--- config.mk ---
export PLATFORM = sky130hd
export DESIGN_NAME = fifo_wr_arbiter
export DESIGN_NICKNAME = d
export VERILOG_FILES = /design/src/rtl/fifo_arb_pkg.sv /design/src/rtl/rr_pick.sv /design/src/rtl/fifo_wr_arbiter.sv
export SDC_FILE = /design/constraint.sdc
export NUM_CORES = 1
export LEC_CHECK = 0
export ABC_AREA = 1
export BUFFER_PORTS_ARGS = -buffer_cell sky130_fd_sc_hd__buf_4
export CAP_MARGIN = 20
export CORE_ASPECT_RATIO = 0.6
export CORE_MARGIN = 5
export CORE_UTILIZATION = 43
export CTS_CLUSTER_DIAMETER = 50
export CTS_CLUSTER_SIZE = 10
export DETAILED_ROUTE_END_ITERATION = 7
export MAX_ROUTING_LAYER = met4
export PLACE_DENSITY_LB_ADDON = 0.05
export SYNTH_ARGS = -nofsm -noshare
export SYNTH_HDL_FRONTEND = slang
export SYNTH_SLANG_ARGS = --single-unit
--- constraint.sdc ---
create_clock -name wclk -period 3.61 [get_ports wclk]
set_input_delay 0.9025 -clock wclk [delete_from_list [all_inputs] [get_ports wclk]]
set_output_delay 0.9025 -clock wclk [all_outputs]
set_load 0.01 [all_outputs]
--- src/rtl/fifo_arb_pkg.sv ---
// Shared types and the round-robin pick function for fifo_wr_arbiter.
// The pick function is sized for the largest supported requester count.
package fifo_arb_pkg;

  localparam int MAX_NREQ = 16;
  localparam int PTR_W    = 4;

  typedef enum logic {
    ARB_IDLE = 1'b0,
    ARB_LOCK = 1'b1
  } arb_state_e;

  typedef struct packed {
    logic [PTR_W-1:0] idx;
    logic             vld;
  } rr_pick_t;

  // Position k is (ptr + k) mod nreq; the lowest k with a request wins.
  function automatic rr_pick_t rr_pick_fn(input logic [MAX_NREQ-1:0] req,
                                          input logic [PTR_W-1:0]    ptr,
                                          input logic [PTR_W:0]      nreq);
    rr_pick_t         pick;
    logic [PTR_W:0]   pos;
    pick = '0;
    for (int k = MAX_NREQ - 1; k >= 0; k--) begin
      pos = {1'b0, ptr} + (PTR_W+1)'(k);
      if (pos >= nreq) pos = pos - nreq;
      if ((k < int'(nreq)) && req[pos[PTR_W-1:0]]) begin
        pick.idx = pos[PTR_W-1:0];
        pick.vld = 1'b1;
      end
    end
    return pick;
  endfunction

endpackage

--- src/rtl/rr_pick.sv ---
// Combinational round-robin pick: rotate requests from rr_ptr, priority-encode,
// and map the winner back to an absolute requester index.
module rr_pick
  import fifo_arb_pkg::*;
#(
  parameter int NREQ = 4,
  parameter int IDW  = 2
) (
  input  logic [NREQ-1:0] req,
  input  logic [IDW-1:0]  rr_ptr,
  output logic [IDW-1:0]  gnt_idx,
  output logic            gnt_vld
);

  rr_pick_t pick;

  always_comb begin
    pick    = rr_pick_fn(MAX_NREQ'(req), PTR_W'(rr_ptr), (PTR_W+1)'(NREQ));
    gnt_idx = IDW'(pick.idx);
    gnt_vld = pick.vld;
  end

endmodule

--- src/rtl/fifo_wr_arbiter.sv ---
// Round-robin arbiter sharing one async-FIFO write port among NREQ requesters.
// Build with FIFO_ARB_PKT_EN to enable packet lock with MAX_BURST forced release.
//
// state    | meaning
// ARB_IDLE | per-beat round-robin from rr_ptr
// ARB_LOCK | only the packet owner may write until last or MAX_BURST beats
module fifo_wr_arbiter
  import fifo_arb_pkg::*;
#(
  parameter int NREQ      = 4,
  parameter int DSIZE     = 8,
  parameter int MAX_BURST = 16,
  parameter int IDW       = $clog2(NREQ)
) (
  input  logic                  wclk,
  input  logic                  wrst,
  input  logic [NREQ-1:0]       req,
  input  logic [NREQ-1:0]       last,
  input  logic [NREQ*DSIZE-1:0] din,
  output logic [NREQ-1:0]       ack,
  input  logic                  wfull,
  output logic                  winc,
  output logic [DSIZE-1:0]      wdata,
  output logic [IDW-1:0]        wsrc,
  output logic                  locked,
  output logic                  ovf_err
);

  localparam int             CNTW     = $clog2(MAX_BURST + 1);
  localparam logic [IDW-1:0] LAST_IDX = IDW'(NREQ - 1);

  // Explicit wrap so non-power-of-two NREQ never lands on an unused index.
  function automatic logic [IDW-1:0] wrap_inc(input logic [IDW-1:0] i);
    return (i == LAST_IDX) ? '0 : i + 1'b1;
  endfunction

  logic [IDW-1:0] rr_ptr_q, rr_ptr_d;
  logic [IDW-1:0] pick_idx, gnt_idx, sel_idx;
  logic           pick_vld, gnt_vld, accept;

  rr_pick #(.NREQ(NREQ), .IDW(IDW)) u_rr_pick (
    .req     (req),
    .rr_ptr  (rr_ptr_q),
    .gnt_idx (pick_idx),
    .gnt_vld (pick_vld)
  );

`ifdef FIFO_ARB_PKT_EN
  arb_state_e     state_q, state_d;
  logic [IDW-1:0] owner_q, owner_d;
  logic [CNTW-1:0] cnt_q, cnt_d, cnt_inc;
  logic           ovf_q, ovf_d, burst_done;

  always_ff @(posedge wclk or posedge wrst) begin
    if (wrst) begin
      state_q  <= ARB_IDLE;
      owner_q  <= '0;
      cnt_q    <= '0;
      ovf_q    <= 1'b0;
      rr_ptr_q <= '0;
    end else begin
      state_q  <= state_d;
      owner_q  <= owner_d;
      cnt_q    <= cnt_d;
      ovf_q    <= ovf_d;
      rr_ptr_q <= rr_ptr_d;
    end
  end

  always_comb begin
    state_d    = state_q;
    owner_d    = owner_q;
    cnt_d      = cnt_q;
    ovf_d      = 1'b0;
    rr_ptr_d   = rr_ptr_q;
    cnt_inc    = cnt_q + 1'b1;
    burst_done = (cnt_inc == CNTW'(MAX_BURST));
    case (state_q)
      ARB_IDLE: begin
        if (accept) begin
          rr_ptr_d = wrap_inc(gnt_idx);
          if (!last[gnt_idx]) begin
            if (MAX_BURST <= 1) begin
              ovf_d = 1'b1;
            end else begin
              state_d = ARB_LOCK;
              owner_d = gnt_idx;
              cnt_d   = CNTW'(1);
            end
          end
        end
      end
      ARB_LOCK: begin
        if (accept) begin
          if (last[owner_q] || burst_done) begin
            state_d  = ARB_IDLE;
            cnt_d    = '0;
            rr_ptr_d = wrap_inc(owner_q);
            ovf_d    = burst_done & ~last[owner_q];
          end else begin
            cnt_d = cnt_inc;
          end
        end
      end
      default: state_d = ARB_IDLE;
    endcase
  end

  always_comb begin
    if (state_q == ARB_LOCK) begin
      gnt_idx = owner_q;
      gnt_vld = req[owner_q];
    end else begin
      gnt_idx = pick_idx;
      gnt_vld = pick_vld;
    end
    locked  = (state_q == ARB_LOCK);
    ovf_err = ovf_q;
  end
`else
  logic unused_pkt;
  assign unused_pkt = ^{last, CNTW[0]};

  always_ff @(posedge wclk or posedge wrst) begin
    if (wrst) rr_ptr_q <= '0;
    else      rr_ptr_q <= rr_ptr_d;
  end

  always_comb begin
    rr_ptr_d = rr_ptr_q;
    if (accept) rr_ptr_d = wrap_inc(gnt_idx);
    gnt_idx = pick_idx;
    gnt_vld = pick_vld;
    locked  = 1'b0;
    ovf_err = 1'b0;
  end
`endif

  // Reset gates acceptance so nothing is written while wrst is high.
  always_comb begin
    accept  = gnt_vld & ~wfull & ~wrst;
    ack     = '0;
    if (accept) ack[gnt_idx] = 1'b1;
    winc    = accept;
    sel_idx = accept ? gnt_idx : '0;
    wdata   = din[sel_idx*DSIZE +: DSIZE];
    wsrc    = sel_idx;
  end

endmodule

==> results of run 1 <==
## final timing paths
| check | startpoint | endpoint | slack (ns) |
|---|---|---|---|
| max | rr_ptr_q[1]$_DFFE_PP0P_ | ack[0] | 0.17 |
| min | wrst | rr_ptr_q[1]$_DFFE_PP0P_ | 0.55 |
| max reg2reg | rr_ptr_q[1]$_DFFE_PP0P_ | rr_ptr_q[1]$_DFFE_PP0P_ | 1.23 |
| min reg2reg | rr_ptr_q[0]$_DFFE_PP0P_ | rr_ptr_q[0]$_DFFE_PP0P_ | 0.77 |
| max in group asynchronous | wrst | rr_ptr_q[0]$_DFFE_PP0P_ | 2.93 |
| min in group wclk | rr_ptr_q[0]$_DFFE_PP0P_ | rr_ptr_q[0]$_DFFE_PP0P_ | 0.77 |
## kinds of logic (layout without fill, tap and decap cells)
| logic type | after synthesis | in the layout | synth area share, % |
|---|---|---|---|
| other cells | 1 | 2 | 0.398 |
| buf+inv | 60 | 110 | 26.8 |
| fa+ha+maj | 9 | 9 | 12.0 |
| simple gates | 108 | 109 | 54.5 |
| compound gates | 2 | 2 | 1.06 |
| flops | 2 | 2 | 5.31 |
## worst reg2reg max path, cell delays in order (launching register included)
cell and delay [ns]:
dfrtp_1 0.46, inv_1 0.16, ha_1 0.34, inv_1 0.10, nand3_1 0.11, nand3_2 0.10
inv_1 0.10, nand3_1 0.07, nand2_1 0.07, clkinv_1 0.08, nand2_1 0.18, inv_1 0.09
ha_1 0.27, nand2_1 0.06, o21ai_0 0.07
## power by group
group	switching (mW)	internal [mW]	leakage [nW]	total [mW]
clock network	0.0160	0.0704	0.0216	0.0863
logic	0.604	0.345	0.875	0.949
registers	0.0260	0.0347	0.0222	0.0607
total	0.646	0.450	0.919	1.10
## final cells by class
| type | count | area (sq um) |
|---|---|---|
| Tap cell | 30 | 37.5 |
| Sequential cell | 2 | 51.3 |
| Clock buffer | 3 | 41.3 |
| Timing Repair Buffer | 53 | 398 |
| Multi-Input combinational cell | 122 | 658 |
| Inverter | 54 | 205 |
| Fill cell | 225 | 739 |
## stage by stage
stage / power (mW) / hold WS [ns]
after floorplan: 0.718 / 0.644
after global placement: 0.937 / 0.765
after detailed placement: 0.968 / 0.773
after CTS: 1.07 / 0.552
after global routing: 1.22 / 0.563
final: 1.10 / 0.554
## cell usage in the layout (no fill, tap or decap)
cell type and count:
dfrtp_1 1, o21ai_0 1, inv_1 50, nor2_4 1
nand2_2 2, clkbuf_8 3, nand2_4 2, nand3_2 3
ha_1 9, inv_4 1, conb_1 2, dfrtp_2 1
nor2_1 10, inv_2 2, nand2_1 46, nor2_2 1
buf_4 53, clkinv_1 1, nand2_8 1, nand3_1 43
a21oi_1 1
## cells in the mapped netlist
library cell / number / area (sq um)
inv_1: 50 / 188
nand2_1: 46 / 173
nand3_1: 43 / 215
nor2_1: 10 / 37.5
ha_1: 9 / 113
buf_4: 3 / 22.5
inv_2: 3 / 11.3
nand2_4: 3 / 33.8
nand3_2: 3 / 30.0
buf_6: 2 / 22.5
dfrtp_1: 2 / 50.1
a21oi_1: 1 / 5.00
buf_2: 1 / 5.00
clkinv_1: 1 / 3.75
conb_1: 1 / 3.75
nand2_2: 1 / 6.26
nor2_2: 1 / 6.26
nor2_4: 1 / 11.3
o21ai_0: 1 / 5.00
## routing by layer
layer	share of wire, %	routed length (um)
met3	5.2	146
met5	0	0
met2	46	1290
met1	49	1380
met4	0.49	14
==> reports/qor.csv, run 1 <==
metric;value;unit
io_pins;60;
drt_first_iter_violations;67;
vias;1231;
dpl_cell_area;1330;sq um
fin_crit;3.44;ns
rows;13;
antenna_found_initial;0;
grt_use_total;17.9;%
slew_viol_final;0;
grtUsageMet2;30.9;%
core_area;2130;sq um
peakVddDrop;0.000537;V
clk_pin_slew;0.03;ns
fin_area;1390;sq um
p_per_area;788;nW/um^2
finClkSkew;0.00409;ns
grt_pass1_vias;1147;
holdCritPathClass;input port to async pin;
cts_tree;yes;
wl;2830;um
fin_setup_tns;0;ns
crit_cells;15;
drc_errors;0;
met3_usage;2.40;%
period_share;95.3;%
dp.cells;260;
fmax;0.291;GHz
syn-cell-area;942;sq um
io_buffer_count;53;
cts_resized;0;
yosys_warnings;0;
syn_inst;182;
cp_cell_sequence;inv_1, ha_1, inv_1, nand3_1, nand2_1, nor2_1, nand2_1, nand2_1, nand2_1, nand2_4, inv_1, ha_1, inv_1, nor2_1, buf_4;
finalHoldViolCount;0;
regMostFlops;rr_ptr_q;
post-route-util;65.3;%
synth-seq-cells;2;
layout-drive-gt1-share;29.9;%
fin_cells;264;
grt_first_pass_wirelength;4600;um
overflow;0;
avgSynthCellArea;5.18;sq um
status;finished clean;
critical-path-slowest-cell;dfrtp_1;
top_usage_layer;met2;
hpwl;2300;um
leakage;0.919;nW
first_pass_iters;4;
initial_utilization;44.2;%
cts_max_level;1;
viasPerCell;4.66;
reg_top3;rr_ptr_q x2;
startpoint_type;flip-flop;
die_w;70.4;um
ys_types;19;
cp-end-kind;output port;
cts-buffers-inserted;3;
gp_congestion;0.756;
critPathTopFamily;simple AND/OR/NAND/NOR gates;
largest_reg_flops;2;
worstSetupPathType;flip-flop to output port;
clockBufferDepth;2;
clock_latency;0.21;ns
dieArea;3260;sq um
areaGrowthSynthToFinish;47.7;%
max-cap-violations;0;
setup_ws;0.170;ns
max_stage_delay;0.46;ns
nets;288;
grtUsageMet1;22.1;%
postCtsHoldBufs;0;
drt-wirelength-per-cell;10.7;um
ys_seq_area_share;5.31;%
crit_fanout;10;
dp_slack;0.244;ns
diodes;0;
path_buf_inv;5;
die_y;46.3;um
grt_max_degree;22;
root_buffer;clkbuf_8;
reg2reg_depth;14;
critical_path_arrival;2.54;ns
ant_nets;0;
setup_viol_count_final;0;
clock-sinks;2;
post_cts_buffers;0;
critical_path_required;2.71;ns
Note: power is estimated with default switching activity, not from simulation.
==> run 2, diff against run 1 <==
==> constraint.sdc (replaced) <==
create_clock -name wclk -period 3.61 [get_ports wclk]
set_input_delay 0.1805 -clock wclk [delete_from_list [all_inputs] [get_ports wclk]]
set_output_delay 0.1805 -clock wclk [all_outputs]
set_load 0.01 [all_outputs]
==> run 2 against run 1 <==
  * Critical path depth fell by 3
  * Die area did not move
  * Cell count did not move
  * Non-clock buffer count rose by 1
  * Setup slack improved by 0.62 ns
  * Wire length fell by 5.3%
  * Utilization fell by 0.41 points
  * Sequential share of layout area fell by 0.067 points
  * Hold slack got worse by 0.20 ns
  * Sequential power fell by 2%
  * Register-to-register slack got worse by 0.05 ns
  * Highest routed layer is now met3
==> reports/qor.csv, run 2 (synthesized netlist as in run 1, its figures left out) <==
metric;value;unit;change
dieArea;3260;sq um;unchanged
met3_usage;1.31;%;was 2.40%
worstSetupPathType;flip-flop to output port;;unchanged
p_comb_share;86.2;%;was 86.6%
period_share;78.2;%;was 95.3%
wl;2680;um;was 2830 um
overflow;0;;unchanged
nets;288;;unchanged
grt_pass1_vias;1043;;was 1147
peakVddDrop;0.000548;V;was 0.000537 V
grtUsageMet1;22.8;%;was 22.1%
startpoint_type;flip-flop;;unchanged
cts_max_level;1;;unchanged
viasPerCell;4.52;;was 4.66
cp-end-kind;output port;;unchanged
rows;13;;unchanged
clockPowerShare;8.2;%;was 7.9%
final_cell_mix;53 x buf_4, 50 x inv_1, 46 x nand2_1;;unchanged
holdCritPathClass;input port to flip-flop;;was input port to async pin
fin_setup_tns;0;ns;unchanged
grt_max_degree;22;;unchanged
core_area;2130;sq um;unchanged
cts_tree;yes;;unchanged
drt_first_iter_violations;51;;was 67
drc_errors;0;;unchanged
regMostFlops;rr_ptr_q;;unchanged
fmax;0.354;GHz;was 0.291 GHz
crit_fanout;21;;was 10
vias;1194;;was 1231
grt_first_pass_wirelength;4350;um;was 4600 um
io_buffer_count;53;;unchanged
cts-buffers-inserted;3;;unchanged
gp_congestion;0.776;;was 0.756
first_pass_iters;4;;unchanged
io_pins;60;;unchanged
reg_top3;rr_ptr_q x2;;unchanged
max-cap-violations;0;;unchanged
rsz0062_at_grt;no;;
slew_viol_final;0;;unchanged
finalHoldViolCount;0;;unchanged
p_total;1.05;mW;was 1.10 mW
critical_path_required;3.43;ns;was 2.71 ns
die_y;46.3;um;unchanged
diodes;0;;unchanged
grt_use_total;17.0;%;was 17.9%
final_common_cell;buf_4;;unchanged
fin_crit;2.82;ns;was 3.44 ns
clock_latency;0.21;ns;about the same
clockBufferDepth;2;;unchanged
finClkSkew;0.00412;ns;was 0.00409 ns
layout-drive-gt1-share;29.1;%;was 29.9%
initial_utilization;44.2;%;unchanged
hold_slack;0.353;ns;was 0.554 ns
pwr-share-seq;5.6;%;was 5.5%
post-route-util;64.9;%;was 65.3%
hpwl;2210;um;was 2300 um
leakage;0.925;nW;was 0.919 nW
drt-wirelength-per-cell;10.2;um;was 10.7 um
p_per_area;762;nW/um^2;was 788 nW/um^2
p_int;442;uW;was 450 uW
swShare;58.0;%;was 58.9%
ant_nets;0;;unchanged
clk_pin_slew;0.03;ns;about the same
root_buffer;clkbuf_8;;unchanged
post_cts_buffers;0;;unchanged
antenna_found_initial;0;;unchanged
switchingPower;611;uW;was 646 uW
die_w;70.4;um;unchanged
setup_viol_count_final;0;;unchanged
status;finished clean;;unchanged
critical_path_arrival;2.64;ns;was 2.54 ns
largest_reg_flops;2;;unchanged
top_usage_layer;met2;;unchanged
areaGrowthSynthToFinish;46.7;%;was 47.7%
clock-sinks;2;;unchanged
grtUsageMet2;27.7;%;was 30.9%
[run 2: per-stage QoR]
stage	std cells	cell area [sq um]	setup slack [ns]
2_1_floorplan	183	946	1.40
3_3_place_gp	260	1330	1.05
3_5_place_dp	260	1330	1.01
4_1_cts	264	1380	0.793
5_1_grt	264	1380	0.515
6_report	264	1380	0.787
[run 2: layout make-up]
type	instances	area, sq um
tap	30	37.5
sequential	2	50.0
fill	222	748
inverter	54	203
clock buffer	3	41.3
timing repair buffer	54	408
multi-input combinational	121	643
[run 2: worst paths after layout]
| kind | slack [ns] | startpoint | end | cells after the start |
|---|---|---|---|---|
| max | 0.79 | rr_ptr_q[0]$_DFFE_PP0P_ | wdata[3] | 12 |
| min | 0.35 | wfull | rr_ptr_q[0]$_DFFE_PP0P_ | 4 |
| max reg2reg | 1.18 | rr_ptr_q[0]$_DFFE_PP0P_ | rr_ptr_q[1]$_DFFE_PP0P_ | 14 |
| min reg2reg | 0.80 | rr_ptr_q[1]$_DFFE_PP0P_ | rr_ptr_q[1]$_DFFE_PP0P_ | 2 |
| max in group asynchronous | 3.11 | wrst | rr_ptr_q[0]$_DFFE_PP0P_ | 3 |
| min in group asynchronous | 0.39 | wrst | rr_ptr_q[1]$_DFFE_PP0P_ | 3 |
[run 2: power by group through the flow]
| stage | registers (mW) | logic, mW | clock network, mW |
|---|---|---|---|
| global route | 0.0633 | 1.03 | 0.0936 |
| global placement | 0.0570 | 0.881 | 0 |
| CTS | 0.0584 | 0.911 | 0.0889 |
| floorplan | 0.0516 | 0.666 | 0 |
| detailed placement | 0.0587 | 0.900 | 0 |
| finish | 0.0592 | 0.908 | 0.0862 |
[run 2: repair_timing]
action                                 4_1_cts  5_1_grt
endpoints found under the hold margin        2        0
gates resized for setup                      0        0
hold buffers                                 1        0
[run 2: critical path: stages, from the launching register on]
cell and delay (ns):
dfrtp_1 0.52, inv_2 0.14, ha_1 0.34, inv_1 0.09, nand3_1 0.11, nand3_1 0.10, nand3_2 0.11, nand2_4 0.09
inv_2 0.31, nand3_2 0.26, nand3_1 0.16, nand2_1 0.06, buf_4 0.14
[run 2: per-layer routing]
metal	vias up	routed length, um	part of all wire, %
met5	-	0	0
met4	0	0	0
met3	0	159	5.9
met2	30	1250	46
met1	523	1280	48
li1	641	-	-
==> run 3, diff against run 2 <==
--- a/config.mk
+++ b/config.mk
@@ -5,7 +5,7 @@
 export SDC_FILE = /design/constraint.sdc
 export NUM_CORES = 1
 export LEC_CHECK = 0
-export ABC_AREA = 1
+export ABC_AREA = 0
 export BUFFER_PORTS_ARGS = -buffer_cell sky130_fd_sc_hd__buf_4
 export CAP_MARGIN = 20
 export CORE_ASPECT_RATIO = 0.6
==> constraint.sdc (replaced) <==
create_clock -name wclk -period 2.6 [get_ports wclk]
set_input_delay 0.13 -clock wclk [delete_from_list [all_inputs] [get_ports wclk]]
set_output_delay 0.13 -clock wclk [all_outputs]
set_load 0.01 [all_outputs]
==> run 3 against run 2 <==
  * Cell count down 18%
  * Combinational power rose by 130%
  * Critical path depth fell by 2
  * Register-to-register slack got worse by 1.1 ns
  * Sequential cell count unchanged
  * Critical path type unchanged
  * Count of clock-buffer cells in the layout is 1 higher
  * First-iteration DRC count rose by 9.8%
  * Highest routed layer is now met4
  * Clock skew shrank 0.00096 ns
  * Area after synthesis increased by 3.7%
  * The run now ends with setup timing left
  * Design area up 32%
==> reports/qor.csv, run 3 <==
metric;value;unit;change
io_buffer_count;53;;unchanged
clock-sinks;2;;unchanged
grt_max_degree;11;;was 22
synth-seq-cells;2;;unchanged
dpl_cell_area;1560;sq um;was 1330 sq um
worstSetupPathType;flip-flop to output port;;unchanged
dp.cells;201;;was 260
ys_types;34;;was 19
netlist.top_cell.by_area;mux2i_1;;was nand3_1
rsz0062_at_grt;yes;;was no
dieArea;3360;sq um;was 3260 sq um
synth_enable_flop_cells;0;;unchanged
fin_crit;2.85;ns;
final_common_cell;buf_4;;unchanged
p_comb_share;91.0;%;was 86.2%
critical_path_arrival;2.72;ns;was 2.64 ns
swShare;46.0;%;was 58.0%
areaGrowthSynthToFinish;86.4;%;was 46.7%
holdCritPathClass;input port to async pin;;was input port to flip-flop
r2r_slack;0.10;ns;was 1.18 ns
clockBufferDepth;2;;unchanged
finalHoldViolCount;0;;unchanged
ys_top_cells_by_count;14 x inv_1, 14 x mux2i_1, 9 x a221oi_2, 9 x ha_1, 9 x nor3_1;;was 50 x inv_1, 46 x nand2_1, 43 x nand3_1
reg_top3;rr_ptr_q x2;;unchanged
antenna_found_initial;0;;unchanged
root_buffer;clkbuf_8;;unchanged
slew_viol_final;0;;unchanged
layout-drive-gt1-share;68.3;%;was 29.1%
gp_congestion;0.862;;was 0.776
initial_utilization;45.2;%;was 44.2%
first_pass_iters;4;;unchanged
syn-cell-area;977;sq um;was 942 sq um
hold_slack;0.373;ns;was 0.353 ns
async_reset_ff_share;100;%;unchanged
critical_path_required;2.47;ns;was 3.43 ns
clk_pin_slew;0.03;ns;about the same
dp_slack;-0.0109;ns;was 1.01 ns
path_buf_inv;4;;unchanged
drt-wirelength-per-cell;18.1;um;was 10.2 um
peakVddDrop;0.000939;V;was 0.000548 V
drt_first_iter_violations;56;;was 51
clock_latency;0.22;ns;was 0.21 ns
drc_errors;0;;unchanged
avgSynthCellArea;9.13;sq um;was 5.18 sq um
die_w;71.5;um;was 70.4 um
fin_setup_tns;-2.64;ns;was 0 ns
leakage;0.857;nW;was 0.925 nW
ant_nets;0;;unchanged
startpoint_type;flip-flop;;unchanged
nets;239;;was 288
fin_area;1820;sq um;was 1380 sq um
overflow;0;;unchanged
finClkSkew;0.00315;ns;was 0.00412 ns
wl;3910;um;was 2680 um
synth_compound_area_share;31.8;%;was 1.06%
timing.rr.end;rr_ptr_q[1]$_DFFE_PP0P_;;unchanged
period_share;110;%;
multi_input_area;942;sq um;was 643 sq um
grt_pass1_vias;1245;;was 1043
synth_top_family_by_area;compound AO/OA/AOI/OAI gates;;was simple AND/OR/NAND/NOR gates
pwr-share-seq;3.0;%;was 5.6%
rows;13;;unchanged
grt_first_pass_wirelength;5790;um;was 4350 um
max_stage_delay;0.40;ns;was 0.52 ns
critical-path-slowest-cell;dfrtp_1;;unchanged
status;finished, violations left;;was finished clean
setup_ws;-0.255;ns;was 0.787 ns
diodes;0;;unchanged
crit_cells;10;;was 12
max-cap-violations;0;;unchanged
synth_xor_area_share;0;%;unchanged
cp-end-kind;output port;;unchanged
critPathTopFamily;compound AO/OA/AOI/OAI gates;;was simple AND/OR/NAND/NOR gates
setup_viol_count_final;13;;was 0
ys_seq_area_share;5.12;%;was 5.31%
yosys_warnings;0;;unchanged
yosys_most_used_dff;dfrtp_1;;unchanged
fin_cells;216;;was 264
synth_fa_ha_area_share;11.5;%;was 12.0%
regArea;51.3;sq um;was 50.0 sq um
synth.top_cells.by_area;mux2i_1 14%, a221oi_2 14%, ha_1 12%, inv_1 5.4%, dfrtp_1 5.1%;;was nand3_1 23%, inv_1 20%, nand2_1 18%, ha_1 12%, dfrtp_1 5.3%
synthSimpleGateAreaFrac;15.9;%;was 54.4%
violations;setup timing;;
crit_fanout;9;;was 21
reg2reg_depth;11;;was 14
synthMuxAreaShare;22.4;%;was 0%
core_area;2160;sq um;was 2130 sq um
yosysTopAreaCellShare;14.3;%;was 22.8%
fmax;0.350;GHz;
vias;1191;;was 1194
cts_tree;yes;;unchanged
nFillCells;116;;was 222
cts-buffers-inserted;3;;unchanged
die_y;46.9;um;was 46.3 um
p_per_area;1260;nW/um^2;was 762 nW/um^2
hpwl;2750;um;was 2210 um
largest_reg_flops;2;;unchanged
io_pins;60;;unchanged
syn_inst;107;;was 182
final_cell_mix;67 x buf_4, 14 x mux2i_1, 11 x buf_6;;was 53 x buf_4, 50 x inv_1, 46 x nand2_1
viasPerCell;5.51;;was 4.52
switchingPower;1.05;mW;was 611 uW
p_int;1.24;mW;was 442 uW
cts_max_level;1;;unchanged
grt_use_total;23.2;%;was 17.0%
clockPowerShare;6.0;%;was 8.2%
r2r_start;rr_ptr_q[1]$_DFFE_PP0P_;;was rr_ptr_q[0]$_DFFE_PP0P_
cp_cell_sequence;inv_4, ha_4, mux2_4, buf_4, a221oi_2, a311oi_4, and2_4, buf_12, a221oi_2, buf_4;;was inv_2, ha_1, inv_1, nand3_1, nand3_1, nand3_2, nand2_4, inv_2, nand3_2, nand3_1, nand2_1, buf_4
regMostFlops;rr_ptr_q;;unchanged
run 3: cell count changes in the layout (fill, tap and decap cells not counted), sizes merged, moves of 3 or more:
cell | previous run | this run
nand2 | 50 | 3
nand3 | 46 | 0
inv | 53 | 15
buf | 53 | 80
mux2i | 0 | 14
a221oi | 0 | 9
nor3 | 0 | 9
nor2 | 12 | 4
and2 | 0 | 6
mux2 | 0 | 6
and2b | 0 | 3
run 3: how the worst max path moves through the flow:
stage | from | to | slack, ns
2_1_floorplan | rr_ptr_q[1]$_DFFE_PP0P_ | rr_ptr_q[1]$_DFFE_PP0P_ | 0.01
3_3_place_gp | rr_ptr_q[1]$_DFFE_PP0P_ | ack[0] | 0.009
3_5_place_dp | rr_ptr_q[1]$_DFFE_PP0P_ | wdata[4] | -0.01
4_1_cts | rr_ptr_q[0]$_DFFE_PP0P_ | wdata[7] | -0.22
5_1_grt | rr_ptr_q[0]$_DFFE_PP0P_ | wdata[7] | -0.36
6_report | rr_ptr_q[1]$_DFFE_PP0P_ | wdata[4] | -0.25
run 3: cell families (layout without fill, tap and decap cells):
| logic type | count (synthesis) | count (layout) |
|---|---|---|
| buffers and inverters | 22 | 100 |
| muxes | 20 | 20 |
| DFF | 2 | 2 |
| other | 1 | 2 |
| adders and majority gates | 9 | 9 |
| and+or+nand+nor | 28 | 28 |
| AOI/OAI and AO/OA | 25 | 25 |
run 3: routing by layer:
layer	track usage [%]	wire, um
met5	-	0
met4	8.99	119
met3	3.63	248
met2	43.8	1980
met1	25.4	1560
run 3: what timing repair did:
action | in CTS | in global routing
pin swaps | 11 | 5
endpoints found under the setup margin | 13 | 14
setup buffers | 7 | 4
gates resized for setup | 20 | 11
hold endpoints to repair | 2 | 0
hold buffers | 1 | 0
run 3: layout make-up:
class,instances,area share [%]
Multi-Input combinational cell,84,51.7
Tap cell,30,2.06
Timing Repair Buffer,81,37.2
Sequential cell,2,2.82
Inverter,15,3.78
Clock buffer,4,2.47
run 3: worst register-to-register path, cell delays in order, from the launching register on:
cell and delay [ns]:
dfrtp_1 0.40, inv_4 0.06, ha_4 0.32, mux2_4 0.17, or4b_1 0.42, mux2_4 0.28
o311ai_4 0.13, buf_6 0.20, buf_6 0.10, ha_4 0.18, nand2_2 0.06, o21ai_2 0.05
run 3: through the flow:
stage	util [%]	power (mW)
final	84.2	2.29
after global routing	84.2	2.44
after CTS	80.9	2.09
after detailed placement	72.0	1.66
after global placement	72.0	1.62
after floorplan	-	1.14
run 3: power by group through the flow:
| stage | Sequential, mW | Clock, mW | Combinational (mW) |
|---|---|---|---|
| 6_report | 0.0690 | 0.137 | 2.09 |
| 4_1_cts | 0.0680 | 0.137 | 1.89 |
| 5_1_grt | 0.0723 | 0.144 | 2.23 |
| 3_5_place_dp | 0.0653 | 0 | 1.60 |
| 2_1_floorplan | 0.0732 | 0 | 1.07 |
| 3_3_place_gp | 0.0649 | 0 | 1.55 |
